## src/rtl/busca_sar_if.sv

```systemverilog
// Bus between the SAR search engine and its host/comparator side: start/done
// handshake, comparator flags in, trial value and result out.
interface busca_sar_if #(
    parameter int unsigned WIDTH = 4
);
    logic             iniciar;
    logic             AmaiorB;
    logic             AmenorB;
    logic             AigualB;
    logic [WIDTH-1:0] B;
    logic             ocupado;
    logic             pronto;
    logic [WIDTH-1:0] resultado;
    logic             erro;

    // Host plus comparator side: issues start and returns the compare flags.
    modport master (
        output iniciar, AmaiorB, AmenorB, AigualB,
        input  B, ocupado, pronto, resultado, erro
    );

    // Search engine side.
    modport slave (
        input  iniciar, AmaiorB, AmenorB, AigualB,
        output B, ocupado, pronto, resultado, erro
    );
endinterface

```

## src/rtl/busca_sar.sv

```systemverilog
// Successive-approximation search: binary-searches the unknown comparator A
// input by driving trial values on B, one compare per cycle.
module busca_sar #(
    parameter int unsigned WIDTH = 4
) (
    input  logic          clk,
    input  logic          rst_n,
    busca_sar_if.slave    bus
);
    localparam int unsigned IdxW = (WIDTH > 1) ? $clog2(WIDTH) : 1;
    localparam logic [IdxW-1:0]  IdxMax = IdxW'(WIDTH - 1);
    localparam logic [WIDTH-1:0] MsbOnly = WIDTH'(1) << (WIDTH - 1);

    typedef enum logic [1:0] {StOcioso, StCompara, StFim} estado_t;

    estado_t          estadoQ, estadoD;
    logic [WIDTH-1:0] bQ, bD;
    logic [WIDTH-1:0] resultadoQ, resultadoD;
    logic [IdxW-1:0]  idxQ, idxD;
    logic             ocupadoQ, ocupadoD;
    logic             prontoQ, prontoD;
    logic             erroQ, erroD;

    logic [2:0]       flags;
    logic             flagsOk;
    logic [WIDTH-1:0] trial;

    assign flags   = {bus.AmaiorB, bus.AmenorB, bus.AigualB};
    assign flagsOk = flags inside {3'b001, 3'b010, 3'b100};

    always_comb begin
        estadoD    = estadoQ;
        bD         = bQ;
        resultadoD = resultadoQ;
        idxD       = idxQ;
        ocupadoD   = ocupadoQ;
        prontoD    = 1'b0;
        erroD      = erroQ;
        trial      = bQ;

        unique case (estadoQ)
            StOcioso: begin
                if (bus.iniciar) begin
                    bD         = MsbOnly;
                    idxD       = IdxMax;
                    erroD      = 1'b0;
                    resultadoD = '0;
                    ocupadoD   = 1'b1;
                    estadoD    = StCompara;
                end
            end
            StCompara: begin
                if (!flagsOk) begin
                    erroD      = 1'b1;
                    resultadoD = '0;
                    ocupadoD   = 1'b0;
                    prontoD    = 1'b1;
                    estadoD    = StFim;
                end else if (bus.AigualB) begin
                    resultadoD = bQ;
                    ocupadoD   = 1'b0;
                    prontoD    = 1'b1;
                    estadoD    = StFim;
                end else begin
                    // A below the trial: the bit under test cannot be part of A.
                    if (bus.AmenorB) begin
                        trial[idxQ] = 1'b0;
                    end
                    if (idxQ == '0) begin
                        bD         = trial;
                        resultadoD = trial;
                        ocupadoD   = 1'b0;
                        prontoD    = 1'b1;
                        estadoD    = StFim;
                    end else begin
                        trial[idxQ - 1'b1] = 1'b1;
                        bD                 = trial;
                        idxD               = idxQ - 1'b1;
                    end
                end
            end
            StFim: begin
                estadoD = StOcioso;
            end
            default: begin
                estadoD = StOcioso;
            end
        endcase
    end

    always_ff @(posedge clk or negedge rst_n) begin
        if (!rst_n) begin
            estadoQ    <= StOcioso;
            bQ         <= '0;
            resultadoQ <= '0;
            idxQ       <= IdxMax;
            ocupadoQ   <= 1'b0;
            prontoQ    <= 1'b0;
            erroQ      <= 1'b0;
        end else begin
            estadoQ    <= estadoD;
            bQ         <= bD;
            resultadoQ <= resultadoD;
            idxQ       <= idxD;
            ocupadoQ   <= ocupadoD;
            prontoQ    <= prontoD;
            erroQ      <= erroD;
        end
    end

    assign bus.B         = bQ;
    assign bus.resultado = resultadoQ;
    assign bus.ocupado   = ocupadoQ;
    assign bus.pronto    = prontoQ;
    assign bus.erro      = erroQ;
endmodule

```

## src/flat_wrapper.sv

```systemverilog
// flat-port wrapper written by rule: the top's interface ports become plain ports
module busca_sar_flat 
#(
    parameter int unsigned WIDTH = 4
)
  (clk, rst_n, bus_iniciar, bus_AmaiorB, bus_AmenorB, bus_AigualB, bus_B, bus_ocupado, bus_pronto, bus_resultado, bus_erro);
  busca_sar_if #(.WIDTH(WIDTH)) bus_i ();
  input  logic clk;
  input  logic rst_n;
  input wire logic [$bits(bus_i.iniciar)-1:0] bus_iniciar;
  input wire logic [$bits(bus_i.AmaiorB)-1:0] bus_AmaiorB;
  input wire logic [$bits(bus_i.AmenorB)-1:0] bus_AmenorB;
  input wire logic [$bits(bus_i.AigualB)-1:0] bus_AigualB;
  output wire logic [$bits(bus_i.B)-1:0] bus_B;
  output wire logic [$bits(bus_i.ocupado)-1:0] bus_ocupado;
  output wire logic [$bits(bus_i.pronto)-1:0] bus_pronto;
  output wire logic [$bits(bus_i.resultado)-1:0] bus_resultado;
  output wire logic [$bits(bus_i.erro)-1:0] bus_erro;
  assign bus_i.iniciar = bus_iniciar;
  assign bus_i.AmaiorB = bus_AmaiorB;
  assign bus_i.AmenorB = bus_AmenorB;
  assign bus_i.AigualB = bus_AigualB;
  assign bus_B = bus_i.B;
  assign bus_ocupado = bus_i.ocupado;
  assign bus_pronto = bus_i.pronto;
  assign bus_resultado = bus_i.resultado;
  assign bus_erro = bus_i.erro;
  busca_sar #(.WIDTH(WIDTH)) u_core (.clk(clk), .rst_n(rst_n), .bus(bus_i));
endmodule
```

## config.mk

```make
export PLATFORM = sky130hd
export DESIGN_NAME = busca_sar_flat
export DESIGN_NICKNAME = d
export VERILOG_FILES = /design/src/rtl/busca_sar_if.sv /design/src/rtl/busca_sar.sv /design/src/flat_wrapper.sv
export SDC_FILE = /design/constraint.sdc
export NUM_CORES = 1
export LEC_CHECK = 0
export ABC_AREA = 1
export CORE_MARGIN = 3
export CORE_UTILIZATION = 60
export DETAILED_ROUTE_END_ITERATION = 10
export DONT_BUFFER_PORTS = 1
export PLACE_DENSITY = 0.82
export SETUP_SLACK_MARGIN = 0.02
export SYNTH_ARGS = -nofsm -noshare
export SYNTH_HDL_FRONTEND = slang
export SYNTH_SLANG_ARGS = --single-unit
export TNS_END_PERCENT = 100
```

## constraint.sdc

```tcl
create_clock -name clk -period 2.9 [get_ports clk]
set_input_delay 0.29 -clock clk [delete_from_list [all_inputs] [get_ports clk]]
set_output_delay 0.29 -clock clk [all_outputs]
set_load 0.01 [all_outputs]
```

==> impl_metrics.tcl, run 1 <==
set metrics [dict create \
    cts-root-buf "clkbuf_4" \
    layout_worst_path_cycle_share_pct 55.35 \
    layout-drive-gt1-share_pct 22.73 \
    gr-usage-met3_pct 5.691 \
    synth_cells 106 \
    setup_ws_pre_cts_ps 1314 \
    finalClockSkew_ps 8.951 \
    post_synth_xor_area_fraction_pct 0 \
    chip_width_um 44.56 \
    highest_achievable_clock_rate_mhz 623.0 \
    top_usage_layer "met2" \
    wl_mm 1.662 \
    worst_ep_arrival_time_ps 1830 \
    pin_count 17 \
    synth-async-reset-ratio_pct 100.0 \
    slew_headroom_pct 55.42 \
    worst_r2r_path_depth 8 \
    post-route-drc-count 0 \
    layout_setup_ws_ps 1295 \
    total_leakage_power_nw 0.4934 \
    timing.max_cap.violations 0 \
    clock_tree_from_tritoncts "built" \
    peakVddDrop_uv 486.0 \
    hold_ws_ps 215.5 \
    die-area_um2 1986 \
    synth_top_family_by_area "simple AND/OR/NAND/NOR gates" \
    detail_route.wl_per_cell_um 13.30 \
    setup_crit_end_kind "flop" \
    ys.warnings.count 0 \
    synth.net_count 116 \
    antennaDiodeCount 0 \
    floorplan.core_area_um2 1350 \
    gp_congestion 0.8130 \
    grt.met2_usage_pct 30.09 \
    synthFlopType "dfrtp_1" \
    layout_min_cycle_time_ps 1605 \
    initial_core_util_pct 66.08 \
    final_hold_viol_count 0 \
    yosys-top-cells-area "dfrtp_1 (36%), nand2_1 (14%), dfstp_2 (5.9%)" \
    setup-violations-final 0 \
    clk_pin_slew_worst_paths_ps 100 \
    synth_most_common_cell "nand2_1" \
    syn2layout_area_growth_pct 5.049 \
    netlist_area_before_placement_um2 892.1 \
    postCtsResizedCells 0 \
    post-synth-top-area-fraction_pct 36.47 \
    path_class "flop to flop" \
    area_fraction_in_and_or_nand_and_nor_cells_after_synthesis_pct 32.54 \
    multiInputGateArea_um2 436.7 \
    met1_capacity_usage_during_global_routing_pct 22.65 \
    tns_ps 0 \
    synth_largest_area_cell "dfrtp_1" \
    grt_antenna_before_repair 0 \
    layout.nets 121 \
    r2r_start "u_core.idxQ[0]" \
    grt_start_max_net_pins 16 \
    routed_via_density 5.560 \
    power_per_cell_area_nw_per_um2 978.6 \
    vias 695 \
    status "finished clean" \
    io_buffer_count 0 \
    required_time_reported_for_the_critical_path_endpoint_ps 3120 \
    seq_area_frac_synth_pct 42.36 \
    synth.ff_latch_count 15 \
    grt_usage_pct 18.76 \
    drt-pass1-iter-count 5 \
    holdPathStages 3 \
    synth_adder_area_share_pct 5.610 \
    tritoncts.num_buffers 3 \
    worst-path-max-fanout 6 \
    synth_edf_count 0 \
    number_of_fill_cells_in_the_layout 105 \
    grt_pass1_wl_mm 2.691 \
    hp-class "primary input to flop" \
    ys_top_cells_by_count "nand2_1 (34), dfrtp_1 (13), inv_1 (12)" \
    crit_path_start_kind "flop" \
    global_route.overflow_total 0 \
    sequential_cell_area_um2 377.9 \
    first_global_vias 655 \
    netlist-cell-type-count 21 \
    complex_gate_fraction_of_the_synthesized_area_pct 10.80 \
    dieHeight_um 44.56 \
    cts_max_path_buffers 2 \
    max_slew.worst_pin.slew_ps 666.5 \
    synth_mux_area_share_pct 0 \
    timing_max_transition_violations_final 0 \
    placement_rows 13 \
    crit_start "u_core.idxQ[0]" \
    number_of_clock_sinks_seen_by_cts 15 \
    average_cell_area_after_synthesis_um2 8.416 \
    place.detailed.hpwl_mm 1.279 \
    ant_nets 0 \
    ctsHtreeMaxLevel 1 \
    total_power_mw 0.9171 \
    detailedRoute.firstIterationViolations 26 \
    rsz_0062_raised_after_global_routing "false" \
    hp-start "bus_AmenorB" \
    clkLatencyLatePin_ps 290 \
]
[worst max-delay path, cell delays in order, from the launching register on]
cell and delay (ps):
dfstp_2 580, inv_1 70, ha_1 260, nor2_1 170
inv_1 120, nand2_1 120, nand3_1 100, nand2_1 70
nand2_1 50
[worst paths after layout]
kind                                      endpoint  slack (ps)
max                                 u_core.idxQ[1]        1290
min                        u_core.bus.resultado[0]         220
max reg2reg                         u_core.idxQ[1]        1290
min reg2reg                         u_core.idxQ[1]         500
max in group asynchronous        u_core.estadoQ[1]        2010
min in group asynchronous          u_core.bus.B[0]         460
[layout make-up]
type	instances	share of cell area, %
Multi-Input combinational cell	73	46.60
Clock inverter	1	0.5340
Sequential cell	15	40.32
Timing Repair Buffer	1	1.068
Inverter	17	7.076
Clock buffer	3	2.403
Tap cell	15	2.003
[flip-flops by register name, indices dropped and copies added (netlist names)]
signal and cells:
u_core.bus.B 4, u_core.bus.erro 1, u_core.bus.pronto 1, u_core.bus.ocupado 1, u_core.bus.resultado 4, u_core.estadoQ 2, u_core.idxQ 2
[through the flow]
| stage | std cells | util [%] | instance area [um2] |
|---|---|---|---|
| 5_1_grt | 125 | 69.42 | 937.1 |
| 4_1_cts | 125 | 69.42 | 937.1 |
| 6_report | 125 | 69.42 | 937.1 |
| 3_3_place_gp | 120 | 66.64 | 899.6 |
| 3_5_place_dp | 120 | 66.64 | 899.6 |
| 2_1_floorplan | 106 | - | 892.1 |
[placed cells by master, fill, tap and decap left out, types with 4 or more instances in the layout]
| cell | count |
|---|---|
| a31oi_1 | 4 |
| inv_2 | 4 |
| nand4_1 | 4 |
| dfrtp_1 | 13 |
| inv_1 | 12 |
| nand2_2 | 4 |
| ha_1 | 4 |
| o21ai_0 | 4 |
| nand2_1 | 34 |
[power by group]
group,leakage [nW],total [mW],switching (mW),internal (mW)
clock,0.0177,0.123,0.0716,0.0513
combinational,0.285,0.420,0.282,0.139
sequential,0.191,0.374,0.0780,0.296
[cell families after synthesis]
kind of cell / count (synthesis)
adders and majority gates: 4
buffers and inverters: 18
and+or+nand+nor: 53
DFF: 15
AOI/OAI and AO/OA: 16
[layer usage]
| layer | vias up | routed length, um |
|---|---|---|
| li1 | 346 | - |
| met1 | 316 | 737 |
| met2 | 28 | 774 |
| met3 | 5 | 113 |
| met4 | 0 | 36 |
| met5 | - | 0 |
[timing repair]
action	4_1_cts	5_1_grt
hold buffers	1	0
buffers inserted	0	0
hold endpoints to repair	15	0
Note: power is estimated with default switching activity, not from simulation.
==> run 2, diff against run 1 <==
- CORE_UTILIZATION: 60 -> 54
- PLACE_DENSITY: 0.82 -> 0.78
- clock period: 2.9 -> 1.4 ns (I/O delays scaled with it)
==> impl_metrics.tcl, run 2 (synthesis gave the netlist of run 1 again) <==
set metrics [dict create \
    worst_r2r_path_depth 7 \
    layout-drive-gt1-share_pct 29.20 \
    layout.nets 124 \
    setup_crit_end_kind "flop" \
    cts_max_path_buffers 2 \
    die-area_um2 2176 \
    setup-violations-final 0 \
    peakVddDrop_uv 1059 \
    io_buffer_count 0 \
    timing_max_transition_violations_final 0 \
    power_per_cell_area_nw_per_um2 2067 \
    highest_achievable_clock_rate_mhz 748.4 \
    postCtsSetupBuffers 0 \
    global_route.overflow_total 0 \
    dieHeight_um 46.65 \
    layout_min_cycle_time_ps 1336 \
    mostFrequentLayoutCell "nand2_1" \
    grt_antenna_before_repair 0 \
    initial_core_util_pct 58.54 \
    timing.max_cap.violations 0 \
    postPlaceCellArea_um2 928.4 \
    floorplan.core_area_um2 1524 \
    r2r_slack_ps 60 \
    layout_common_cells "nand2_1 (33), dfrtp_1 (13), inv_1 (10)" \
    worst_ep_arrival_time_ps 1520 \
    max_slew.worst_pin.slew_ps 660.9 \
    layout_setup_ws_ps 63.75 \
    timing.rr.end "u_core.bus.resultado[2]" \
    required_time_reported_for_the_critical_path_endpoint_ps 1580 \
    grt_usage_pct 18.51 \
    crit_path_start_kind "flop" \
    rsz_0062_raised_after_global_routing "true" \
    placement_rows 14 \
    detailedRoute.firstIterationViolations 23 \
    total_power_mw 2.051 \
    final_hold_viol_count 0 \
    detail_route.wl_per_cell_um 13.35 \
    worst-path-max-fanout 6 \
    layout_worst_path_cycle_share_pct 95.45 \
    slew_headroom_pct 55.80 \
    grt_pass1_wl_mm 2.808 \
    setup.worst_path.end "u_core.bus.resultado[2]" \
    post-route-drc-count 0 \
    finalNonFillerCells 129 \
    clkLatencyLatePin_ps 290 \
    final_design_area_no_fill_um2 992.2 \
    grt_start_max_net_pins 16 \
    place.detailed.hpwl_mm 1.318 \
    place_inst 124 \
    hp-class "primary input to flop" \
    hold_ws_ps 81.36 \
    vias 737 \
    path_class "flop to flop" \
    status "finished clean" \
    finalClockSkew_ps 5.424 \
    wl_mm 1.722 \
    cts-root-buf "clkbuf_4" \
    number_of_clock_sinks_seen_by_cts 15 \
    pin_count 17 \
    crit_start "u_core.idxQ[0]" \
    tritoncts.num_buffers 3 \
    chip_width_um 46.65 \
    total_leakage_power_nw 0.5075 \
    syn2layout_area_growth_pct 11.22 \
    first_global_vias 684 \
    clk_pin_slew_worst_paths_ps 90 \
    ctsHtreeMaxLevel 1 \
    r2r_start "u_core.idxQ[0]" \
    drt-pass1-iter-count 4 \
    clock_tree_from_tritoncts "built" \
    antennaDiodeCount 0 \
    gp_congestion 0.8847 \
    routed_via_density 5.713 \
    ant_nets 0 \
    setup_ws_pre_cts_ps 0.6334 \
]
[run 2: changes by cell type in the layout (fill, tap and decap cells not counted), sizes merged]
cell and delta:
buf +3, clkbuf +1, clkinv -1
[run 2: report_power, final]
part	switching [mW]	leakage (nW)	total, mW	internal, mW
Sequential	0.155	0.191	0.767	0.612
Combinational	0.660	0.302	1.03	0.375
Clock	0.138	0.0150	0.249	0.111
Total	0.953	0.507	2.05	1.10
[run 2: layout make-up]
class	instances	area [um2]
multi-input combinational	73	469.2
fill	129	531.8
inverter	17	66.31
timing repair buffer	4	32.53
clock buffer	4	26.28
sequential	15	377.9
tap	16	20.02
[run 2: how the worst min path moves through the flow]
stage,endpoint,from,slack (ps),cells after the start
6_report,u_core.bus.resultado[1],bus_AmenorB,80,3
5_1_grt,u_core.bus.resultado[1],bus_AmenorB,80,3
4_1_cts,u_core.estadoQ[0],bus_AigualB,60,3
3_5_place_dp,u_core.bus.resultado[2],rst_n,-160,0
3_3_place_gp,u_core.bus.resultado[1],rst_n,-160,0
2_1_floorplan,u_core.bus.B[0],rst_n,-160,0
[run 2: per-stage QoR]
step           util (%)  setup TNS, ps
3_3_place_gp      60.92              0
3_5_place_dp      60.92              0
4_1_cts           64.29              0
2_1_floorplan         -              0
6_report          65.11              0
5_1_grt           65.11         -34.57
[run 2: per-layer routing]
metal  part of all wire (%)  global-route usage (%)  vias up  routed length, um
li1                       -                       -      352                  -
met1                     43                   22.22      342                733
met5                      0                       0        -                  0
met4                    2.3                   11.05        0                 40
met3                    7.8                   5.078        9                134
met2                     47                   29.12       34                813
[run 2: timing repair]
action,4_1_cts,5_1_grt
hold endpoints to repair,15,0
pin swaps,0,2
endpoints found under the setup margin,8,12
hold buffers,1,0
resized for setup,2,7
[run 2: worst max-delay path: stages (launching register included)]
cell	delay, ps
dfstp_2	540
inv_1	80
ha_4	190
nor2_4	100
inv_2	50
buf_4	130
nand4_1	80
nand2_1	50
==> RTL edit 1, RTL diff (settings of run 2) <==
`WIDTH` is set to 4 in 3 places; all go to 8.
--- a/src/rtl/busca_sar_if.sv
+++ b/src/rtl/busca_sar_if.sv
@@ -1,7 +1,7 @@
 // Bus between the SAR search engine and its host/comparator side: start/done
 // handshake, comparator flags in, trial value and result out.
 interface busca_sar_if #(
-    parameter int unsigned WIDTH = 4
+    parameter int unsigned WIDTH = 8
 );
     logic             iniciar;
     logic             AmaiorB;
--- a/src/rtl/busca_sar.sv
+++ b/src/rtl/busca_sar.sv
@@ -1,7 +1,7 @@
 // Successive-approximation search: binary-searches the unknown comparator A
 // input by driving trial values on B, one compare per cycle.
 module busca_sar #(
-    parameter int unsigned WIDTH = 4
+    parameter int unsigned WIDTH = 8
 ) (
     input  logic          clk,
     input  logic          rst_n,
--- a/src/flat_wrapper.sv
+++ b/src/flat_wrapper.sv
@@ -1,7 +1,7 @@
 // flat-port wrapper written by rule: the top's interface ports become plain ports
 module busca_sar_flat 
 #(
-    parameter int unsigned WIDTH = 4
+    parameter int unsigned WIDTH = 8
 )
   (clk, rst_n, bus_iniciar, bus_AmaiorB, bus_AmenorB, bus_AigualB, bus_B, bus_ocupado, bus_pronto, bus_resultado, bus_erro);
   busca_sar_if #(.WIDTH(WIDTH)) bus_i ();
Interface: changed (resized bus_B and bus_resultado); port bits go from 17 to 25. No check against the original RTL was run, so the function may have changed too.
==> RTL edit 1 against run 2 <==
- power is 82% higher
- sequential cell count is 9 higher
- count of clock-buffer cells in the layout is 1 lower
- critical endpoint is now u_core.bus.resultado[1]
- die area is 45% higher
- routed wire length is 96% higher
- final area is 71% higher
- critical path depth is 1 higher
- synthesized area is 52% higher
- the flow now finishes with violations (negative setup slack)
- setup slack worse by 0.22 ns
==> RTL edit 1: results (changes against run 2) <==
track_usage_pct: 22.5  # was 18.5%
yosys.cell_types.count: 17  # was 21
status: "finished, violations left"  # was finished clean
hpwlAfterDp_um: 2400  # was 1320 um
grt_pass1_vias: 1256  # was 684
post_cts_resized: 10  # was 2
ys_top_cells_by_area: "dfrtp_1 39%, nand2_1 25%, nand3_1 10%"  # was dfrtp_1 36%, nand2_1 14%, dfstp_2 5.9%
place.gp.congestion: 0.925  # was 0.885
clk_latency_ns: 0.32  # was 0.29 ns
synth_common_cells: "89 x nand2_1, 28 x nand3_1, 21 x dfrtp_1"  # was 34 x nand2_1, 13 x dfrtp_1, 12 x inv_1
final_nets: 221  # was 124
buffers: 18  # was 4
seq_power_w: 0.00126  # was 0.000767 W
synth_compound_area_share_pct: 1.48  # was 10.8%
yosys.area_share.xor_xnor_pct: 0.646  # was 0%
setup_ws_ns: -0.156  # was 0.0637 ns
finClkSkew_ns: 0.00162  # was 0.00542 ns
viasPerCell: 5.63  # was 5.71
drtIter0Drc: 58  # was 23
reg2reg_depth: 8  # was 7
ys_seq_area_share_pct: 44.6  # was 42.4%
place_area_um2: 1510  # was 928 um2
violations: "negative setup slack"
worst_hold_path.num_cells: 3  # unchanged
post_cts_buffers: 4  # was 0
drtPass1Iterations: 5  # was 4
peakVddDrop_mv: 1.39  # was 1.06 mV
bufAreaShareNonClock_pct: 9.30  # was 3.28%
internal_power_w: 0.00200  # was 0.00110 W
crit_end: "u_core.bus.resultado[1]"  # was u_core.bus.resultado[2]
cpPeakStageDelay_ns: 0.58  # was 0.54 ns
clock_power_w: 0.000509  # was 0.000249 W
ys_ff_latch: 24  # was 15
syn_nets: 200  # was 116
multi_input_cells: 150  # was 73
grt_first_pass_wirelength_um: 5660  # was 2810 um
wl_per_cell_um: 14.1  # was 13.3 um
setup_viol: 18  # was 0
dp_slack_ns: -0.150  # was 0.000633 ns
max_slew_margin_pct: 27.5  # was 55.8%
drive_above_1_share_pct: 25.9  # was 29.2%
cp.arrival_ns: 1.79  # was 1.52 ns
clk_pin_slew_worst_paths_ns: 0.14  # was 0.09 ns
nClkBuffers: 3  # was 4
p_sw_share_pct: 46.3  # was 46.5%
syn_to_final_growth_pct: 25.1  # was 11.2%
path_max_fanout: 4  # was 6
grt_max_degree: 25  # was 16
synthMuxAreaShare_pct: 0  # unchanged
multi_input_area_share_pct: 46.2  # was 47.3%
finalSetupTns_ns: -1.19  # was 0 ns
hp-class: "input pin to flop"  # unchanged
regArea_um2: 604  # was 378 um2
die_w_um: 56.1  # was 46.6 um
clk_share_pct: 3.10  # was 2.65%
power.leakage_nw: 0.878  # was 0.507 nW
inverters: 16  # was 17
synthAdderAreaFrac_pct: 1.85  # was 5.61%
[RTL edit 1: changes by cell type after synthesis, moves of 3 or more]
cell and delta:
nand2_1 +55, nand3_1 +27, nor2_1 +15, dfrtp_1 +8, a31oi_1 -4, nand4_1 -4, nand2_4 -3, nand3_4 -3
o21ai_1 -3
[RTL edit 1: cells by family (layout without fill, tap and decap cells)]
kind of cell             count (synthesis)  in the layout
AND/OR/NAND/NOR                        143            143
flip-flops                              24             24
buffers and inverters                   18             38
AO/OA/AOI/OAI                            4              4
adder cells (fa/ha/maj)                  2              2
XOR/XNOR                                 1              1
[RTL edit 1: how the worst min path moves through the flow]
stage / from / slack, ns / to
final: bus_AigualB / 0.06 / u_core.estadoQ[0]
after global routing: bus_AigualB / 0.06 / u_core.estadoQ[0]
after CTS: bus_AigualB / 0.07 / u_core.estadoQ[0]
after detailed placement: rst_n / -0.15 / u_core.bus.B[1]
after global placement: rst_n / -0.15 / u_core.bus.B[1]
after floorplan: rst_n / -0.16 / u_core.bus.B[0]
[RTL edit 1: worst reg2reg max path, delay by kind of cell, from the launching register on]
| family | cells | cell delay, ns |
|---|---|---|
| and+or+nand+nor | 5 | 0.40 |
| buffers and inverters | 2 | 0.22 |
| DFF | 1 | 0.58 |
| AOI/OAI and AO/OA | 1 | 0.26 |
[RTL edit 1: routing by layer]
| metal | vias to the layer above | part of all wire [%] | global-route usage (%) |
|---|---|---|---|
| li1 | 636 | - | - |
| met1 | 632 | 41 | 30.5 |
| met2 | 70 | 48 | 35.7 |
| met3 | 12 | 8.6 | 3.71 |
| met4 | 0 | 2.5 | 8.81 |
| met5 | - | 0 | 0 |
[RTL edit 1: metrics by stage]
stage	std cells	utilization, %
final	240	73.8
after global routing	240	73.8
after CTS	237	71.4
after detailed placement	228	65.6
after global placement	228	65.6
after floorplan	192	-
==> RTL edit 2, RTL diff (settings of run 2) <==
Without the edit above. Re-encode `estado_t` (3 values) as one-hot, 3 bits wide.
--- a/src/rtl/busca_sar.sv
+++ b/src/rtl/busca_sar.sv
@@ -11,7 +11,7 @@
     localparam logic [IdxW-1:0]  IdxMax = IdxW'(WIDTH - 1);
     localparam logic [WIDTH-1:0] MsbOnly = WIDTH'(1) << (WIDTH - 1);
 
-    typedef enum logic [1:0] {StOcioso, StCompara, StFim} estado_t;
+    typedef enum logic [2:0] {StOcioso = 3'b001, StCompara = 3'b010, StFim = 3'b100} estado_t;
 
     estado_t          estadoQ, estadoD;
     logic [WIDTH-1:0] bQ, bD;
Function: same outputs for any inputs over 10 cycles, from zero or initial values and one cycle with rst_n low; not proved beyond that.
==> RTL edit 2 against run 2 <==
- the flow now finishes with violations (negative setup slack)
- maximum frequency fell by 7.4%
- die area up 11%
- sequential cell count up 1
- synthesized area rose by 13%
- setup slack worse by 0.11 ns
- final area up 30%
- power is 33% higher
- routed wire length increased by 53%
- critical path type unchanged
==> RTL edit 2: results (changes against run 2) <==
place.gp.congestion: 0.853  # was 0.885
syn_to_final_growth_pct: 28.2  # was 11.2%
crit_start: "u_core.idxQ[1]"  # was u_core.idxQ[0]
fin_hold_ws_ns: 0.0802  # was 0.0814 ns
wl_per_cell_um: 16.3  # was 13.3 um
slowest_stage: "dfstp_2"  # unchanged
cp.arrival_ns: 1.69  # was 1.52 ns
status: "finished, violations left"  # was finished clean
setup_viol: 11  # was 0
synthMuxAreaShare_pct: 0  # unchanged
finalSetupTns_ns: -0.228  # was 0 ns
min_from: "bus_iniciar"  # was bus_AmenorB
dp_slack_ns: -0.0759  # was 0.000633 ns
power.leakage_nw: 0.621  # was 0.507 nW
crit_end: "u_core.bus.resultado[0]"  # was u_core.bus.resultado[2]
setup_ws_ns: -0.0431  # was 0.0637 ns
post_cts_buffers: 5  # was 0
violations: "negative setup slack"
synth_common_cells: "29 x nand2_1, 15 x nand3_1, 13 x dfrtp_1"  # was 34 x nand2_1, 13 x dfrtp_1, 12 x inv_1
ys_seq_area_share_pct: 40.2  # was 42.4%
post_cts_resized: 14  # was 2
grt_max_degree: 17  # was 16
ys_top_cells_by_area: "dfrtp_1 32%, nand2_1 11%, dfstp_2 7.8%"  # was dfrtp_1 36%, nand2_1 14%, dfstp_2 5.9%
final_nets: 148  # was 124
path_max_fanout: 3  # was 6
cts_buffers: 3  # unchanged
drive_above_1_share_pct: 43.1  # was 29.2%
reg2reg_depth: 8  # was 7
cpPeakStageDelay_ns: 0.57  # was 0.54 ns
grt_first_pass_wirelength_um: 4040  # was 2810 um
viasPerCell: 5.60  # was 5.71
hold_end: "u_core.estadoQ[0]"  # was u_core.bus.resultado[1]
syn_nets: 127  # was 116
cp.depth: 8  # was 7
synthAdderAreaFrac_pct: 4.98  # was 5.61%
num_vias: 901  # was 737
antenna_found_initial: 0  # unchanged
drtIter0Drc: 40  # was 23
avgSynthCellArea_um2: 8.60  # was 8.42 um2
grt_pass1_vias: 839  # was 684
hpwlAfterDp_um: 1620  # was 1320 um
nFillCells: 108  # was 129
track_usage_pct: 21.9  # was 18.5%
worst_pin_slew_ns: 0.765  # was 0.661 ns
finClkSkew_ns: 0.00166  # was 0.00542 ns
place_area_um2: 1090  # was 928 um2
peakVddDrop_mv: 1.46  # was 1.06 mV
yosys.cell_types.count: 26  # was 21
synth_compound_area_share_pct: 6.59  # was 10.8%
## RTL edit 2: power breakdown
group          switching [W]  internal, W  total [W]
Clock               0.000168     0.000159   0.000327
Combinational       0.000907     0.000695    0.00160
Sequential          0.000171     0.000633   0.000804
Total                0.00125      0.00149    0.00273
## RTL edit 2: layer usage
metal / GRT usage, % / vias up / share of wire (%)
met5: 0 / - / 0
met4: 6.16 / 0 / 2.2
met3: 5.20 / 9 / 4.1
met2: 37.9 / 35 / 54
met1: 26.8 / 435 / 40
li1: - / 422 / -
## RTL edit 2: cells by family after synthesis
logic type                 after synthesis
and+or+nand+nor                         73
AOI/OAI and AO/OA                       11
adders and majority gates                4
DFF                                     16
buffers and inverters                   13
## RTL edit 2: cell type report
cell class	count	share of cell area, %
inverter	12	4.27
timing repair buffer	17	10.7
clock buffer	4	2.81
multi-input combinational	88	48.5
tap	24	2.33
sequential	16	31.4
